`src/rtl/invader_grid.sv`:
```
// invader_grid: 4x8 invader formation for the arcade core.
// Tracks which invaders are alive, marches the formation across the
// 32x16 playfield, tests the player bullet against the formation and
// reports clear / landed status.
// Optional feature: define INVADER_SPEEDUP_EN to halve the march period
// once 8 or fewer invaders remain. Without it the period is fixed.
//
// Bullet/hit contract: there is no handshake on the bullet inputs. They
// are sampled every cycle and i_bullet_active acts as a plain valid with
// no ready. o_hit is a registered single-cycle pulse, one per destroyed
// invader. The consumer must take it on the cycle it appears.
//
// o_state exposes the FSM for observation:
// 0 = IDLE, 1 = MARCH, 2 = CLEARED, 3 = LANDED.
module invader_grid #(
    parameter int STEP_TICKS = 18000000
) (
    input  logic        i_clk_36MHz,
    input  logic        i_reset,
    input  logic        i_start,
    input  logic        i_bullet_active,
    input  logic [4:0]  i_bullet_x,
    input  logic [3:0]  i_bullet_y,
    output logic        o_hit,
    output logic [31:0] o_alive,
    output logic [4:0]  o_offset_x,
    output logic [3:0]  o_offset_y,
    output logic        o_cleared,
    output logic        o_landed,
    output logic [1:0]  o_state
);

    localparam int CW = (STEP_TICKS > 1) ? $clog2(STEP_TICKS) : 1;
    localparam logic [CW-1:0] LAST_SLOW = CW'(STEP_TICKS - 1);

    typedef enum logic [1:0] {
        IDLE    = 2'd0,
        MARCH   = 2'd1,
        CLEARED = 2'd2,
        LANDED  = 2'd3
    } state_t;

    state_t        state;
    logic          dir_left;
    logic [CW-1:0] count;
    logic [CW-1:0] last;

    logic [4:0]    dx;
    logic [3:0]    dy;
    logic          in_box;
    logic [4:0]    hit_idx;
    logic          hit_now;
    logic [31:0]   alive_nxt;

    logic [7:0]    col_any;
    logic [2:0]    right_col;
    logic [5:0]    right_x;
    logic          at_right;
    logic          at_left;
    logic          step_now;
    logic [4:0]    offx_nxt;
    logic [3:0]    offy_nxt;
    logic          dir_nxt;
    logic [1:0]    low_row;
    logic          land_now;

    assign o_state = state;

`ifdef INVADER_SPEEDUP_EN
    localparam int HALF = (STEP_TICKS / 2 > 0) ? STEP_TICKS / 2 : 1;
    localparam logic [CW-1:0] LAST_FAST = CW'(HALF - 1);
    logic [5:0] population;

    // Count live invaders and pick the faster period for a thin formation.
    always_comb begin
        population = 6'd0;
        for (int i = 0; i < 32; i++) begin
            population = population + {5'd0, o_alive[i]};
        end
        last = (population <= 6'd8) ? LAST_FAST : LAST_SLOW;
    end
`else
    assign last = LAST_SLOW;
`endif

    // Collision: locate the bullet relative to the origin with unsigned
    // compares only, so cells left of or above the formation never alias.
    always_comb begin
        dx      = i_bullet_x - o_offset_x;
        dy      = i_bullet_y - o_offset_y;
        in_box  = (i_bullet_x >= o_offset_x) && (i_bullet_y >= o_offset_y) &&
                  (dx <= 5'd14) && (dy <= 4'd3) && !dx[0];
        hit_idx = {dy[1:0], dx[3:1]};
        hit_now = i_bullet_active && in_box && o_alive[hit_idx];
        alive_nxt = o_alive;
        if (hit_now) begin
            alive_nxt[hit_idx] = 1'b0;
        end
    end

    // March: edge tests use the mask from before this cycle's hit.
    // The origin cannot go below 0, so a formation whose left columns
    // are gone reverses once the origin itself reaches 0.
    always_comb begin
        for (int c = 0; c < 8; c++) begin
            col_any[c] = o_alive[c] | o_alive[8 + c] | o_alive[16 + c] | o_alive[24 + c];
        end
        right_col = 3'd0;
        for (int c = 0; c < 8; c++) begin
            if (col_any[c]) begin
                right_col = 3'(c);
            end
        end
        right_x  = {1'b0, o_offset_x} + {2'b00, right_col, 1'b0};
        at_right = (right_x >= 6'd31);
        at_left  = (o_offset_x == 5'd0);
        step_now = (count >= last);

        offx_nxt = o_offset_x;
        offy_nxt = o_offset_y;
        dir_nxt  = dir_left;
        if (step_now) begin
            if (!dir_left) begin
                if (at_right) begin
                    offy_nxt = o_offset_y + 4'd1;
                    dir_nxt  = 1'b1;
                end else begin
                    offx_nxt = o_offset_x + 5'd1;
                end
            end else begin
                if (at_left) begin
                    offy_nxt = o_offset_y + 4'd1;
                    dir_nxt  = 1'b0;
                end else begin
                    offx_nxt = o_offset_x - 5'd1;
                end
            end
        end
    end

    // Landing: lowest surviving row after this cycle's hit and step.
    always_comb begin
        low_row = 2'd0;
        for (int r = 0; r < 4; r++) begin
            if (|alive_nxt[r*8 +: 8]) begin
                low_row = 2'(r);
            end
        end
        land_now = ({1'b0, offy_nxt} + {3'b000, low_row}) >= 5'd14;
    end

    // Wave FSM with registered outputs; start reloads from any state.
    always_ff @(posedge i_clk_36MHz) begin
        if (i_reset) begin
            state      <= IDLE;
            o_alive    <= 32'hFFFF_FFFF;
            o_offset_x <= 5'd0;
            o_offset_y <= 4'd0;
            dir_left   <= 1'b0;
            count      <= '0;
            o_hit      <= 1'b0;
            o_cleared  <= 1'b0;
            o_landed   <= 1'b0;
        end else begin
            o_hit <= 1'b0;
            if (i_start) begin
                state      <= MARCH;
                o_alive    <= 32'hFFFF_FFFF;
                o_offset_x <= 5'd0;
                o_offset_y <= 4'd0;
                dir_left   <= 1'b0;
                count      <= '0;
                o_cleared  <= 1'b0;
                o_landed   <= 1'b0;
            end else if (state == MARCH) begin
                o_alive <= alive_nxt;
                o_hit   <= hit_now;
                count   <= step_now ? '0 : count + CW'(1);
                if (alive_nxt == 32'd0) begin
                    // Clearing the last invader wins over a step or a landing.
                    state     <= CLEARED;
                    o_cleared <= 1'b1;
                end else begin
                    o_offset_x <= offx_nxt;
                    o_offset_y <= offy_nxt;
                    dir_left   <= dir_nxt;
                    if (land_now) begin
                        state    <= LANDED;
                        o_landed <= 1'b1;
                    end
                end
            end
        end
    end

endmodule

```
`config.mk`:
```
export PLATFORM = sky130hd
export DESIGN_NAME = invader_grid
export DESIGN_NICKNAME = d
export VERILOG_FILES = /design/src/rtl/invader_grid.sv
export SDC_FILE = /design/constraint.sdc
export NUM_CORES = 1
export LEC_CHECK = 0
export ABC_CLOCK_PERIOD_IN_PS = 6200
export CORE_UTILIZATION = 52
export CTS_BUF_LIST = sky130_fd_sc_hd__clkbuf_8
export DETAILED_ROUTE_END_ITERATION = 10
export GPL_TIMING_DRIVEN = 0
export HOLD_SLACK_MARGIN = 0.02
export PLACE_DENSITY = 0.85
export SYNTH_ARGS = -nofsm -noshare
export SYNTH_HDL_FRONTEND = slang
export SYNTH_SLANG_ARGS = --single-unit
```
`constraint.sdc`:
```
create_clock -name i_clk_36MHz -period 6.2 [get_ports i_clk_36MHz]
set_input_delay 1.55 -clock i_clk_36MHz [delete_from_list [all_inputs] [get_ports i_clk_36MHz]]
set_output_delay 1.55 -clock i_clk_36MHz [all_outputs]
set_load 0.005 [all_outputs]
```
==> reports/qor.tcl <==
set qor(rsz0062_at_grt) {yes}
set qor(io_pins) 59
set qor(critical_path.startpoint_type) {input port}
set qor(clk-insertion-delay-late_ns) 0.36
set qor(cp_max_fo) 6
set qor(antenna_violations_before_repair) 0
set qor(antenna-diode-count) 0
set qor(dieWidth_um) 96.5
set qor(report.final.hold_viol_count) 0
set qor(period_share_pct) 102
set qor(grt_max_degree) 16
set qor(fp.dieH_um) 96.5
set qor(final_layout_size_suffix_gt1_share_pct) 13.0
set qor(worst-endpoint-arrival_ns) 6.55
set qor(run_status) {finished with violations}
set qor(dp_hpwl_um) 10400
set qor(failing_checks) {setup timing}
set qor(fp.dieArea_um2) 9300
set qor(area.growth.synth_to_final_pct) 26.9
set qor(type_of_the_worst_min_delay_path) {register to register}
set qor(most-common-layout-cells) {nand2_1 (91), dfxtp_1 (72), nor2_1 (68)}
set qor(max_clock_freq_mhz) 159
set qor(worst_ep_required_time_ns) 6.45
set qor(start_util_pct) 53.5
set qor(gp_congestion) 0.990
set qor(yosys_register_bits) 72
set qor(worst_max_slew_pin_slew_ns) 0.702
set qor(hold-worst-slack_ns) 0.464
set qor(timing.critical_path.mode_cell) {buf_4}
set qor(netlist_instances) 574
set qor(std_cell_rows) 34
set qor(r2r_start) {o_offset_x[2]}
set qor(netSwitchingFraction_pct) 28.5
set qor(power_leakage_nw) 2.10
set qor(power-per-cell-area_nw_per_um2) 166
set qor(cts.reportedPaths.clkPinSlew_ns) 0.09
set qor(cts_inserted_buffers) 9
set qor(total_power_mw) 0.978
set qor(hold_path.startpoint) {o_landed}
set qor(cp-startpoint) {i_bullet_x[0]}
set qor(p_sw_mw) 0.279
set qor(relSlewSlack_pct) 53.2
set qor(clkPwrFrac_pct) 41.5
set qor(core_area_um2) 8680
set qor(layout_setup_ws_ns) -0.0965
set qor(port_buffers) 58
set qor(clock_path_buffers) 2
set qor(post_synth_num_cell_types) 68
set qor(seqPwrFrac_pct) 47.4
set qor(critical-path-max-stage-delay_ns) 0.62
set qor(crit_type) {input port to register}
set qor(first_global_vias) 4535
set qor(clock_skews_ns) 0.0149
set qor(synth_enable_flop_cells) 0
set qor(tritoncts) {yes}
set qor(detailroute.via_count) 4803
set qor(overall_global_routing_usage_pct) 32.7
set qor(number_of_iterations_in_the_first_detailed_routing_pass) 5
set qor(ys_dominant_reg_cell) {dfxtp_1}
set qor(grt_pass1_wl_um) 22800
set qor(cts_root_buffer) {clkbuf_8}
set qor(synth_area_um2) 4640
set qor(critPathSlowestCell) {fa_2}
set qor(endpoint_kind_of_the_worst_setup_timing_path) {register}
set qor(htree_levels) 3
set qor(comb_power_share_pct) 11.1
set qor(synth-seq-area-share_pct) 31.1
set qor(drt-total-wl_um) 14600
set qor(synthArstFlopShare_pct) 0
set qor(timing.final.crit_period_ns) 6.30
set qor(timing.final.setup_violations) 2
set qor(drt_iter0_markers) 411
set qor(clock-sinks) 72
set qor(most_common_library_cell_in_the_layout_ignoring_fill_and_taps) {nand2_1}
set qor(slew_viol_final) 0
set qor(drc_errors) 0
set qor(tns_ns) -0.104
set qor(max-vdd-ir-drop_mv) 0.0999
set qor(postSynthNetCount) 611
set qor(number_of_max_cap_violations) 0
set qor(synthesis.area_per_instance_um2) 8.08
set qor(route.detailed.vias_per_inst) 6.22
set qor(ys_warn_count) 0
set qor(ant_nets) 0
set qor(routedWlPerCell_um) 18.9
set qor(power_internal_mw) 0.699
set qor(num-nets-final) 696
set qor(globalRouteOverflowTotal) 0
critical path: cells and delay by family:
family / cells / cell delay [ns]
AOI/OAI and AO/OA: 9 / 1.41
adders and majority gates: 4 / 1.54
buffers and inverters: 9 / 1.28
muxes: 1 / 0.49
and+or+nand+nor: 2 / 0.26
path summary, 6_finish.rpt:
path,to,slack (ns),cells after the start
worst min register to register,o_landed,0.46,2
worst max-delay path,o_state[1],-0.1,25
worst max register to register,o_state[1],0.99,21
worst min-delay path,o_landed,0.46,2
timing repair:
action | 4_1_cts | 5_1_grt
cloned | 1 | 0
endpoints found under the setup margin | 2 | 2
pin swaps | 11 | 11
hold buffers | 0 | 0
endpoints found under the hold margin | 0 | 0
gates resized for setup | 31 | 14
buffers inserted | 12 | 5
per-layer routing:
layer  GRT usage, %  vias to the layer above  wire (µm)
met5              0                        -          0
met1           42.1                     2286       6000
met3           4.85                       56       1210
met2           53.5                      243       6780
met4           15.6                        0        569
li1               -                     2218          -
final cells by class:
| cell class | instances | area (µm²) |
|---|---|---|
| Buffer | 21 | 123 |
| Clock buffer | 9 | 124 |
| Clock inverter | 7 | 85.1 |
| Fill cell | 720 | 2790 |
| Inverter | 26 | 97.6 |
| Multi-Input combinational cell | 454 | 3150 |
| Sequential cell | 72 | 1440 |
| Tap cell | 108 | 135 |
| Timing Repair Buffer | 75 | 736 |
cells in the mapped netlist (4+ instances only):
cell type  number  area [µm²]
a21boi_0        4        30.0
a21o_1          5        37.5
a21oi_1        15        75.1
a22o_1          5        43.8
a31oi_1         5        31.3
and2_1          4        25.0
buf_2           6        30.0
clkbuf_1       13        48.8
dfxtp_1        72        1440
fa_1            5         100
ha_1           19         238
inv_1          26        97.6
mux2i_1        12         120
mux4_2          6         135
nand2_1        93         349
nand2b_1        7        43.8
nand3_1        18        90.1
nand4_1        22         138
nor2_1         69         259
nor2b_1         9        56.3
nor3_1         11        55.1
nor4_1          7        43.8
o21ai_0        27         135
o31ai_1        13        97.6
or3_1           5        31.3
xnor2_1        15         131
xor2_1         14         123
registers in the layout, indices dropped and copies added, names as in the netlist:
| register | count |
|---|---|
| o_alive | 32 |
| o_offset_y | 4 |
| o_state | 2 |
| dir_left | 1 |
| o_landed | 1 |
| o_cleared | 1 |
| o_hit | 1 |
| count | 25 |
| o_offset_x | 5 |
power groups by stage:
stage                     Sequential [mW]  Combinational [mW]  Clock, mW
after floorplan                     0.475              0.0565          0
after global placement              0.475              0.0876          0
after detailed placement            0.475              0.0880          0
after CTS                           0.464               0.101      0.409
after global routing                0.464               0.115      0.428
final                               0.464               0.109      0.405
per-stage QoR:
step	worst slack [ns]	instances	cell area, µm²	utilization [%]
final	-0.0965	772	5890	67.9
after CTS	-0.0769	769	5820	67.0
after detailed placement	-1.06	740	5360	61.7
after global routing	-0.303	772	5890	67.9
after global placement	-1.06	740	5360	61.7
after floorplan	0.179	574	4640	-
kinds of logic after synthesis:
group           Yosys count  share of synthesized area [%]
simple gates            267                           27.2
compound gates          111                           17.5
flops                    72                           31.1
buf+inv                  48                           4.21
xor+xnor                 32                           6.77
fa+ha+maj                24                           7.28
mux                      20                           5.99
Power figures use the tool's default switching activity.
